**src/rtl/ntt_pkg.sv**
```systemverilog
// Shared definitions for the NTT coefficient buffer: controller state
// encoding and the address-width rule used on the NTT-side ports.
package ntt_pkg;

    typedef enum logic [1:0] {
        ST_LOAD  = 2'd0,
        ST_RUN   = 2'd1,
        ST_DRAIN = 2'd2
    } ntt_state_t;

    // NTT-side address ports are at least 10 bits wide so the wrapper can be
    // shared with larger polynomial sizes; only the low row bits are used here.
    function automatic int ntt_addr_width(input int logn);
        return ((logn < 9) ? 9 : logn) + 1;
    endfunction

endpackage

```
**src/rtl/ntt_coeff_bank.sv**
```systemverilog
// Simple dual-port coefficient bank: one write port, one read port with a
// DELAY-deep registered read path that freezes when i_re is low.
module ntt_coeff_bank #(
    parameter int WIDTH = 64,
    parameter int ABITS = 3,
    parameter int DELAY = 1
) (
    input  logic             clk,
    input  logic             rst,
    input  logic             i_we,
    input  logic [ABITS-1:0] i_waddr,
    input  logic [WIDTH-1:0] i_wdata,
    input  logic             i_re,
    input  logic [ABITS-1:0] i_raddr,
    output logic [WIDTH-1:0] o_rdata
);

    localparam int DEPTH = 2 ** ABITS;

    logic [WIDTH-1:0] r_mem  [DEPTH];
    logic [WIDTH-1:0] r_pipe [DELAY];

    // Storage array: never reset, so contents survive a controller reset.
    always_ff @(posedge clk) begin
        if (i_we) begin
            r_mem[i_waddr] <= i_wdata;
        end
    end

    // Read pipeline: stage 0 samples the array, later stages shift; the whole
    // path holds when i_re is low so a stalled consumer sees stable data.
    always_ff @(posedge clk or posedge rst) begin
        if (rst) begin
            for (int i = 0; i < DELAY; i++) begin
                r_pipe[i] <= '0;
            end
        end else if (i_re) begin
            r_pipe[0] <= r_mem[i_raddr];
            for (int i = 1; i < DELAY; i++) begin
                r_pipe[i] <= r_pipe[i-1];
            end
        end
    end

    assign o_rdata = r_pipe[DELAY-1];

endmodule

```
**src/rtl/ntt_coeff_buffer.sv**
```systemverilog
// Coefficient buffer around an NTT memory wrapper: loads N coefficients from a
// stream, exposes them as two half-banks to the NTT engine, then streams the
// transformed result back out in natural order.
module ntt_coeff_buffer
    import ntt_pkg::*;
#(
    parameter int LOGQ       = 64,
    parameter int LOGN       = 4,
    parameter int DELAY_BRAM = 1,
    localparam int AW        = ntt_addr_width(LOGN)
) (
    input  logic            clk,
    input  logic            rst,
    input  logic            s_valid,
    output logic            s_ready,
    input  logic [LOGQ-1:0] s_data,
    output logic            ntt_start,
    input  logic            ntt_finish,
    input  logic [AW-1:0]   ntt_read_address,
    output logic [LOGQ-1:0] ntt_data_in_0,
    output logic [LOGQ-1:0] ntt_data_in_1,
    input  logic [AW-1:0]   ntt_write_address,
    input  logic            ntt_wea,
    input  logic [LOGQ-1:0] ntt_data_out_0,
    input  logic [LOGQ-1:0] ntt_data_out_1,
    output logic            m_valid,
    input  logic            m_ready,
    output logic [LOGQ-1:0] m_data,
    output logic            busy
);

    localparam int RB = LOGN - 1;
    localparam logic [LOGN-1:0] LAST_IDX = LOGN'((2 ** LOGN) - 1);

    ntt_state_t r_state;
    ntt_state_t w_nextState;

    logic [LOGN-1:0]       r_loadIdx;
    logic [LOGN:0]         r_issueIdx;
    logic [LOGN-1:0]       r_outIdx;
    logic [DELAY_BRAM-1:0] r_validPipe;
    logic [DELAY_BRAM-1:0] r_selPipe;

    logic            w_loadFire;
    logic            w_advance;
    logic            w_issue;
    logic            w_outFire;
    logic            w_drainDone;
    logic            w_we0;
    logic            w_we1;
    logic [RB-1:0]   w_waddr;
    logic [LOGQ-1:0] w_wdata0;
    logic [LOGQ-1:0] w_wdata1;
    logic            w_re;
    logic [RB-1:0]   w_raddr;
    logic [LOGQ-1:0] w_rdata0;
    logic [LOGQ-1:0] w_rdata1;
    logic            w_unusedAddrBits;

    assign w_unusedAddrBits = ^{ntt_read_address[AW-1:RB], ntt_write_address[AW-1:RB]};

    assign w_loadFire  = (r_state == ST_LOAD) && s_valid;
    assign w_advance   = !m_valid || m_ready;
    assign w_issue     = (r_state == ST_DRAIN) && w_advance && !r_issueIdx[LOGN];
    assign w_outFire   = m_valid && m_ready;
    assign w_drainDone = w_outFire && (r_outIdx == LAST_IDX);

    // Controller state register.
    always_ff @(posedge clk or posedge rst) begin
        if (rst) begin
            r_state <= ST_LOAD;
        end else begin
            r_state <= w_nextState;
        end
    end

    // Next-state logic and the state-decoded handshake/status outputs.
    always_comb begin
        w_nextState = r_state;
        s_ready     = 1'b0;
        ntt_start   = 1'b0;
        busy        = 1'b1;
        unique case (r_state)
            ST_LOAD: begin
                s_ready = 1'b1;
                busy    = (r_loadIdx != '0);
                if (w_loadFire && (r_loadIdx == LAST_IDX)) begin
                    w_nextState = ST_RUN;
                end
            end
            ST_RUN: begin
                ntt_start = 1'b1;
                if (ntt_finish) begin
                    w_nextState = ST_DRAIN;
                end
            end
            ST_DRAIN: begin
                if (w_drainDone) begin
                    w_nextState = ST_LOAD;
                end
            end
            default: begin
                w_nextState = ST_LOAD;
            end
        endcase
    end

    // Load index: bit LOGN-1 picks the bank, wraps to 0 after the last word.
    always_ff @(posedge clk or posedge rst) begin
        if (rst) begin
            r_loadIdx <= '0;
        end else if (w_loadFire) begin
            r_loadIdx <= r_loadIdx + 1'b1;
        end
    end

    // Drain counters: issue index runs one extra bit to mark "all issued",
    // output index counts accepted words; both return to 0 outside DRAIN.
    always_ff @(posedge clk or posedge rst) begin
        if (rst) begin
            r_issueIdx <= '0;
            r_outIdx   <= '0;
        end else if ((r_state != ST_DRAIN) || w_drainDone) begin
            r_issueIdx <= '0;
            r_outIdx   <= '0;
        end else begin
            if (w_issue) begin
                r_issueIdx <= r_issueIdx + 1'b1;
            end
            if (w_outFire) begin
                r_outIdx <= r_outIdx + 1'b1;
            end
        end
    end

    // Valid and bank-select tags travel alongside the bank read pipeline and
    // stall with it, so m_data and m_valid stay aligned under backpressure.
    always_ff @(posedge clk or posedge rst) begin
        if (rst) begin
            r_validPipe <= '0;
            r_selPipe   <= '0;
        end else if ((r_state != ST_DRAIN) || w_drainDone) begin
            r_validPipe <= '0;
        end else if (w_advance) begin
            r_validPipe[0] <= w_issue;
            r_selPipe[0]   <= r_issueIdx[LOGN-1];
            for (int i = 1; i < DELAY_BRAM; i++) begin
                r_validPipe[i] <= r_validPipe[i-1];
                r_selPipe[i]   <= r_selPipe[i-1];
            end
        end
    end

    // Single write port per bank: the stream owns it in LOAD, the NTT wrapper
    // in RUN, and nobody writes in DRAIN.
    always_comb begin
        w_we0    = 1'b0;
        w_we1    = 1'b0;
        w_waddr  = '0;
        w_wdata0 = '0;
        w_wdata1 = '0;
        unique case (r_state)
            ST_LOAD: begin
                w_waddr  = r_loadIdx[RB-1:0];
                w_wdata0 = s_data;
                w_wdata1 = s_data;
                w_we0    = s_valid && !r_loadIdx[LOGN-1];
                w_we1    = s_valid && r_loadIdx[LOGN-1];
            end
            ST_RUN: begin
                w_waddr  = ntt_write_address[RB-1:0];
                w_wdata0 = ntt_data_out_0;
                w_wdata1 = ntt_data_out_1;
                w_we0    = ntt_wea;
                w_we1    = ntt_wea;
            end
            default: begin
            end
        endcase
    end

    // Read port: the NTT address streams freely in RUN; in DRAIN the drain
    // counter drives it and the pipeline only moves when the output can.
    always_comb begin
        w_re    = 1'b0;
        w_raddr = r_issueIdx[RB-1:0];
        if (r_state == ST_RUN) begin
            w_re    = 1'b1;
            w_raddr = ntt_read_address[RB-1:0];
        end else if (r_state == ST_DRAIN) begin
            w_re    = w_advance;
        end
    end

    ntt_coeff_bank #(
        .WIDTH (LOGQ),
        .ABITS (RB),
        .DELAY (DELAY_BRAM)
    ) u_bank0 (
        .clk     (clk),
        .rst     (rst),
        .i_we    (w_we0),
        .i_waddr (w_waddr),
        .i_wdata (w_wdata0),
        .i_re    (w_re),
        .i_raddr (w_raddr),
        .o_rdata (w_rdata0)
    );

    ntt_coeff_bank #(
        .WIDTH (LOGQ),
        .ABITS (RB),
        .DELAY (DELAY_BRAM)
    ) u_bank1 (
        .clk     (clk),
        .rst     (rst),
        .i_we    (w_we1),
        .i_waddr (w_waddr),
        .i_wdata (w_wdata1),
        .i_re    (w_re),
        .i_raddr (w_raddr),
        .o_rdata (w_rdata1)
    );

    assign ntt_data_in_0 = w_rdata0;
    assign ntt_data_in_1 = w_rdata1;
    assign m_valid       = r_validPipe[DELAY_BRAM-1];
    assign m_data        = r_selPipe[DELAY_BRAM-1] ? w_rdata1 : w_rdata0;

endmodule

```
**config.mk**
```make
export PLATFORM = sky130hd
export DESIGN_NAME = ntt_coeff_buffer
export DESIGN_NICKNAME = d
export VERILOG_FILES = /design/src/rtl/ntt_pkg.sv /design/src/rtl/ntt_coeff_bank.sv /design/src/rtl/ntt_coeff_buffer.sv
export SDC_FILE = /design/constraint.sdc
export NUM_CORES = 1
export LEC_CHECK = 0
export BUFFER_PORTS_ARGS = -buffer_cell sky130_fd_sc_hd__buf_2
export CAP_MARGIN = 10
export CORE_MARGIN = 3
export CORE_UTILIZATION = 50
export DETAILED_ROUTE_END_ITERATION = 8
export PLACE_DENSITY = 0.81
export REMOVE_ABC_BUFFERS = 1
export SYNTH_ARGS = -nofsm -noshare
export SYNTH_HDL_FRONTEND = slang
export SYNTH_SLANG_ARGS = --single-unit
```
**constraint.sdc**
```tcl
create_clock -name clk -period 20.4 [get_ports clk]
set_clock_uncertainty 0.2 [all_clocks]
set_input_delay 4.08 -clock clk [delete_from_list [all_inputs] [get_ports clk]]
set_output_delay 4.08 -clock clk [all_outputs]
set_load 0.005 [all_outputs]
```
==> impl_metrics.py, run 1 <==
metrics = {
    "drt": {
        "drt_iter0_drc": 2432,
        "ant_nets": 0,
        "routedWlPerCell_um": 23.86,
        "drc_errors": 0,
        "vias": 27270,
        "dr.pass1.iters": 5,
        "viasPerCell": 5.794,
        "wirelength_um": 112300,
    },
    "clocking": {
        "worstSkewPairLatency_ps": 680,
        "root_buffer": "clkbuf_16",
        "hold_buffers": 0,
        "h-tree-depth": 3,
        "cts_made_buffers": 112,
        "cts.path.max_buffers": 3,
        "clkSlewWorstSetupHoldPaths_ps": 60,
        "post_cts_resized": 0,
        "tritoncts": "built",
        "postCtsSetupRepairBufs": 0,
        "cts_sinks": 1169,
    },
    "yosys": {
        "synth.area.top_cells": "edfxtp_1 (65%), mux2i_1 (8.9%), dfrtp_1 (7.6%)",
        "muxShareOfSynthArea": 0.1266,
        "yosys.area.top_type": "edfxtp_1",
        "syn_area_per_cell_um2": 16.01,
        "ys.warnings.count": 0,
        "synthCells": 2974,
        "synth_top_family_by_area": "multiplexers",
        "synth_xor_area_frac": 0.001472,
        "synth_compound_area_frac": 0.07460,
        "netlist_area_um2": 47600,
        "yosys_most_used_dff": "edfxtp_1",
        "synth_edf_count": 1024,
        "synth.distinct_cells": 46,
        "synth_top_cell_area_share": 0.6460,
        "synthArstFlopShare": 0.1240,
        "synth_fa_ha_area_frac": 0.001051,
        "synth-simple-area-share": 0.05344,
        "synth-seq-cells": 1169,
        "seq_area_frac_synth": 0.7222,
    },
    "placed_design": {
        "placed_area_um2": 50870,
        "dp_hpwl_um": 63090,
        "port_buffers": 399,
        "place_ws_ps": 12080,
        "gp_congestion": 0.7438,
    },
    "power": {
        "p_sw_mw": 2.345,
        "p_leak_nw": 19.92,
        "cellPowerDensity_nw_per_um2": 137.4,
        "switching_share": 0.3126,
        "ir_worst_vdd_uv": 187.4,
        "internal_power_mw": 5.156,
        "power_frac_clock": 0.274,
        "combPwrFrac": 0.276,
        "pwr-share-seq": 0.450,
    },
    "min_path": {
        "hold_path_class": "flip-flop to flip-flop",
        "whs_path_depth": 2,
        "min_delay_worst_endpoint": "r_issueIdx[4]",
        "hold_start": "r_issueIdx[4]",
    },
    "floorplan": {
        "die-area_um2": 98940,
        "start_util": 0.5070,
        "pin_count": 414,
        "rows": 112,
        "die_w_um": 314.6,
        "core_area_um2": 93890,
        "die_h_um": 314.6,
    },
    "global_route": {
        "grt_pass1_wl_um": 165900,
        "grt_max_degree": 125,
        "grt_pass1_vias": 27140,
        "grt.total_usage": 0.2234,
        "antenna_found_initial": 1,
        "grt-ovfl-total": 0,
    },
    "sta": {
        "timing.slew.headroom": 0.2487,
        "finalSetupViolCount": 0,
        "max_clock_freq_ghz": 0.1300,
        "tightest_slew_ps": 1127,
        "rsz0062_at_grt": "no",
        "setup_ws_ps": 12710,
        "fin_crit_ps": 7691,
        "slew_viol_final": 0,
        "final-hold-violation-count": 0,
        "finalCritPeriodShare": 0.3770,
        "fin_setup_tns_ps": 0,
    },
    "final_layout": {
        "fillCellCount": 6940,
        "final_cell_area_um2": 54590,
        "syn2layout_area_growth_pct": 14.69,
        "layout.nets": 3578,
        "drive_gt1_frac": 0.2720,
    },
    "worst_setup_path": {
        "worstPathArrival_ps": 8080,
        "critical_path_class": "input pin to flip-flop",
        "required_ps": 20780,
        "crit_path_end_kind": "flip-flop",
        "r2r_setup_slack_ps": 15030,
        "timing.rr.end": "u_bank1.o_rdata[47]",
        "crit_path_start_kind": "input pin",
        "regToRegStartpoint": "r_state[0]",
        "cp_max_fo": 49,
        "worstRegToRegCells": 9,
    },
    "outcome": {
        "outcome": "finished, final reports clean",
    },
    "job": {
        "drv_cap": 0,
    },
}
critical path, stage by stage:
cell	delay [ps]
buf_2	110
and3b_1	200
a21oi_4	630
buf_4	740
buf_4	830
buf_4	620
mux2i_1	160
mux2_2	290
a211oi_2	210
worst max path at each step:
stage | start | endpoint | slack, ps | cells past startpoint
floorplan | ntt_read_address[0] | u_bank0.o_rdata[14] | 3290 | 5
global placement | ntt_read_address[0] | u_bank1.o_rdata[47] | 12150 | 9
detailed placement | ntt_read_address[0] | u_bank1.o_rdata[59] | 12080 | 9
CTS | ntt_read_address[0] | u_bank0.o_rdata[54] | 12800 | 9
global route | ntt_read_address[0] | u_bank1.o_rdata[47] | 12580 | 9
finish | ntt_read_address[0] | u_bank1.o_rdata[47] | 12710 | 9
logic make-up after synthesis:
kind of cell | count (synthesis)
DFF | 1169
and+or+nand+nor | 614
muxes | 581
AOI/OAI and AO/OA | 404
buffers and inverters | 194
xor gates and xnor gates | 8
adders and majority gates | 4
cells in the mapped netlist (all sizes together), types with 2 or more instances:
cell       n
a32oi     37
xnor2      4
nor2     119
nand4      4
o221a     36
ha         4
dfrtp    145
mux2     158
clkbuf   103
o21ai      3
mux2i    423
a21oi    133
nor3       7
and2       4
a211oi    92
nand2b    70
buf       86
nand2    401
edfxtp  1024
nor2b      2
inv        5
a21o       5
nand3b     2
xor2       4
a32o      93
nand3      2
layer usage:
metal	vias up	track usage	wire (um)
li1	12170	-	-
met2	1167	0.3771	55710
met4	0	0.06328	2218
met3	156	0.03199	8297
met1	13790	0.3042	46090
met5	-	0	0
layout make-up:
class | count | area (um^2) | share of cell area
flip-flops and latches | 1169 | 34390 | 0.6299
multi-input cells | 1611 | 12430 | 0.2276
clock buffers | 160 | 3226 | 0.05908
repair buffers | 457 | 2457 | 0.04501
well taps | 1254 | 1569 | 0.02874
clock inverters | 50 | 495.5 | 0.009076
inverters | 5 | 26.28 | 0.0004813
diodes | 1 | 2.502 | 0.00004584
layout by cell type (no fill, tap or decap), types with 56 or more instances in the layout:
| cell type | n |
|---|---|
| clkbuf_16 | 114 |
| mux2_2 | 157 |
| nand2_1 | 401 |
| nor2_1 | 107 |
| buf_4 | 56 |
| a211oi_2 | 86 |
| nand2b_1 | 69 |
| dfrtp_1 | 142 |
| mux2i_1 | 422 |
| edfxtp_1 | 1024 |
| a21oi_1 | 132 |
| buf_2 | 399 |
| a32o_1 | 93 |
registers in the layout, summed over array words and instances (netlist names):
signal,count
r_selPipe,1
r_loadIdx,4
r_outIdx,4
u_bank0.r_mem,512
u_bank1.o_rdata,64
u_bank1.r_mem,512
m_valid,1
r_issueIdx,5
u_bank0.o_rdata,64
r_state,2
per-stage QoR:
step           hold WS (ps)  power (mW)  utilization  cells
4_1_cts               336.0       7.539       0.5814   4706
3_5_place_dp          320.3       5.488       0.5418   4496
3_3_place_gp          313.8       5.411       0.5418   4496
2_1_floorplan         290.4       4.972            -   2785
5_1_grt               382.3       7.824       0.5814   4706
6_report              335.4       7.501       0.5815   4707
power by group through the flow:
stage	logic [mW]	registers (mW)	clock network, mW
final	2.07	3.38	2.06
after detailed placement	2.07	3.42	0
after global placement	2.00	3.41	0
after floorplan	1.58	3.39	0
after global routing	2.23	3.41	2.19
after CTS	2.08	3.38	2.09
(Power assumes the default switching activity.)
==> run 2, diff against run 1 <==
Settings changed: PLACE_DENSITY 0.81 to 0.83.
Clock period 20.4 ns to 6.7 ns, I/O delays scaled along.
==> run 2 against run 1 <==
Combinational power grew to 2.9 times the previous value; clock power grew to 3.1 times the previous value; register-to-register slack lost 12000 ps; sequential share of layout area shrank 0.068 points; hold slack gained 23 ps; global-route usage grew 0.065 points; non-clock buffer count shrank 4; utilization grew 0.063 points; die area is the same; count of clock-buffer cells in the layout shrank 12; sequential power grew to 3.0 times the previous value; critical path type is now flip-flop to output port; critical endpoint is now m_data[13]; largest cell class unchanged.
==> impl_metrics.py, run 2 (synthesis results as in run 1) <==
metrics = {
    "final_layout": {
        "fillCellCount": 6875,
        "largestRegisters": "u_bank0.r_mem: 512 flops, u_bank1.r_mem: 512 flops",
        "layout.nets": 3573,
        "finalNonFillerCells": 4699,
        "diodes": 0,
        "layout_commonest_cell": "edfxtp_1",
        "final_cell_mix": "edfxtp_1 (1024), mux2i_1 (422), nand2_1 (401)",
        "syn2layout_area_growth_pct": 14.81,
        "drive_gt1_frac": 0.2700,
    },
    "clocking": {
        "h-tree-depth": 3,
        "cts.path.max_buffers": 3,
        "root_buffer": "clkbuf_16",
        "tritoncts": "built",
        "post_cts_resized": 0,
        "cts_sinks": 1169,
        "cts_made_buffers": 111,
        "hold_buffers": 0,
        "postCtsSetupRepairBufs": 0,
        "clkSlewWorstSetupHoldPaths_ps": 60,
        "worstSkewPairLatency_ps": 680,
    },
    "power": {
        "combPwrFrac": 0.267,
        "p_leak_nw": 19.95,
        "pwr-share-seq": 0.452,
        "internal_power_mw": 15.60,
        "switching_share": 0.3060,
        "ir_worst_vdd_uv": 483.0,
        "power_frac_clock": 0.281,
        "power_mw": 22.47,
        "p_sw_mw": 6.876,
        "cellPowerDensity_nw_per_um2": 411.2,
    },
    "floorplan": {
        "die_w_um": 314.6,
        "pin_count": 414,
        "die_h_um": 314.6,
        "die-area_um2": 98940,
        "rows": 112,
        "start_util": 0.5070,
        "core_area_um2": 93890,
    },
    "drt": {
        "drt_iter0_drc": 2303,
        "dr.pass1.iters": 6,
        "drc_errors": 0,
        "viasPerCell": 5.807,
        "routedWlPerCell_um": 23.98,
        "ant_nets": 0,
        "vias": 27290,
        "wirelength_um": 112700,
    },
    "worst_setup_path": {
        "timing.rr.end": "u_bank0.r_mem[3][2]",
        "crit_path_end": "m_data[13]",
        "required_ps": 5160,
        "r2r_setup_slack_ps": 2860,
        "crit_path_cell_trace": "buf_4 -> mux2_2 -> buf_2",
        "crit_path_start_kind": "flip-flop",
        "crit_path_start": "r_selPipe",
        "cp_max_fo": 33,
        "crit_path_end_kind": "output port",
        "critical_path_class": "flip-flop to output port",
        "regToRegStartpoint": "r_state[0]",
        "critical_path.slowest_cell": "dfrtp_4",
        "worstPathArrival_ps": 2780,
        "worstRegToRegCells": 8,
        "max_stage_delay_ps": 870,
    },
    "placed_design": {
        "port_buffers": 399,
        "gp_congestion": 0.7500,
        "dp.cells": 4492,
        "place_ws_ps": 2454,
        "dp_hpwl_um": 63230,
    },
    "global_route": {
        "grt.total_usage": 0.2240,
        "grt_max_degree": 129,
        "grt-ovfl-total": 0,
        "grt_pass1_wl_um": 166100,
        "grt_pass1_vias": 27450,
        "antenna_found_initial": 0,
    },
    "sta": {
        "timing.slew.headroom": 0.2823,
        "slew_viol_final": 0,
        "final-hold-violation-count": 0,
        "rsz0062_at_grt": "no",
        "setup_ws_ps": 2380,
        "finalSetupViolCount": 0,
        "finalCritPeriodShare": 0.6447,
        "tightest_slew_ps": 1077,
        "max_clock_freq_ghz": 0.2315,
        "fin_crit_ps": 4320,
    },
    "min_path": {
        "hold_path_class": "flip-flop to flip-flop",
    },
    "outcome": {
        "outcome": "finished, final reports clean",
    },
    "job": {
        "drv_cap": 0,
    },
}
## run 2: cell types whose count changed in the layout (fill, tap and decap cells not counted), sizes merged
cell,delta
buf,-4
diode,-1
clkinvlp,-4
inv,+1
bufinv,+7
clkinv,+5
clkbuf,-12
## run 2: final cells by class
cell class              instances  area, um^2  area share
clock buffers                 148        3018     0.05522
clock inverters                59       681.9     0.01248
inverters                       5       26.28   0.0004808
multi-input cells            1611       12430      0.2274
flip-flops and latches       1169       34390      0.6292
well taps                    1254        1569     0.02871
repair buffers                453        2540     0.04648
## run 2: power groups by stage
stage	clock, mW	combinational [mW]	sequential, mW
detailed placement	0	5.99	10.3
global placement	0	5.79	10.3
CTS	6.41	6.03	10.2
finish	6.31	5.99	10.2
global route	6.70	6.48	10.3
floorplan	0	4.82	10.3
## run 2: stage by stage
step	TNS (ps)	util	hold slack [ps]	area (um^2)
after floorplan	-2240420	-	290.4	46640
after global placement	0	0.5427	311.7	50950
after detailed placement	0	0.5427	340.4	50950
after CTS	0	0.5821	354.2	54650
after global routing	0	0.5821	382.1	54650
final	0	0.5821	358.0	54650
## run 2: per-layer routing
metal / vias to the layer above / GRT usage / part of all wire
li1: 12160 / - / -
met1: 13740 / 0.2951 / 0.40
met2: 1186 / 0.3820 / 0.50
met3: 195 / 0.03818 / 0.073
met4: 0 / 0.06911 / 0.025
met5: - / 0 / 0
## run 2: worst max-delay path, delay by kind of cell (launching register included)
family	cells	cell delay [ps]
DFF	1	870
muxes	1	450
buffers and inverters	2	780
## run 2: worst min-delay path by stage
stage	from	endpoint	slack, ps	cells after the start
2_1_floorplan	r_issueIdx[4]	r_issueIdx[4]	290	2
3_3_place_gp	r_issueIdx[4]	r_issueIdx[4]	310	2
3_5_place_dp	r_outIdx[3]	r_outIdx[3]	340	2
4_1_cts	r_loadIdx[3]	r_loadIdx[3]	350	1
5_1_grt	r_loadIdx[3]	r_loadIdx[3]	380	1
6_report	r_loadIdx[3]	r_loadIdx[3]	360	1
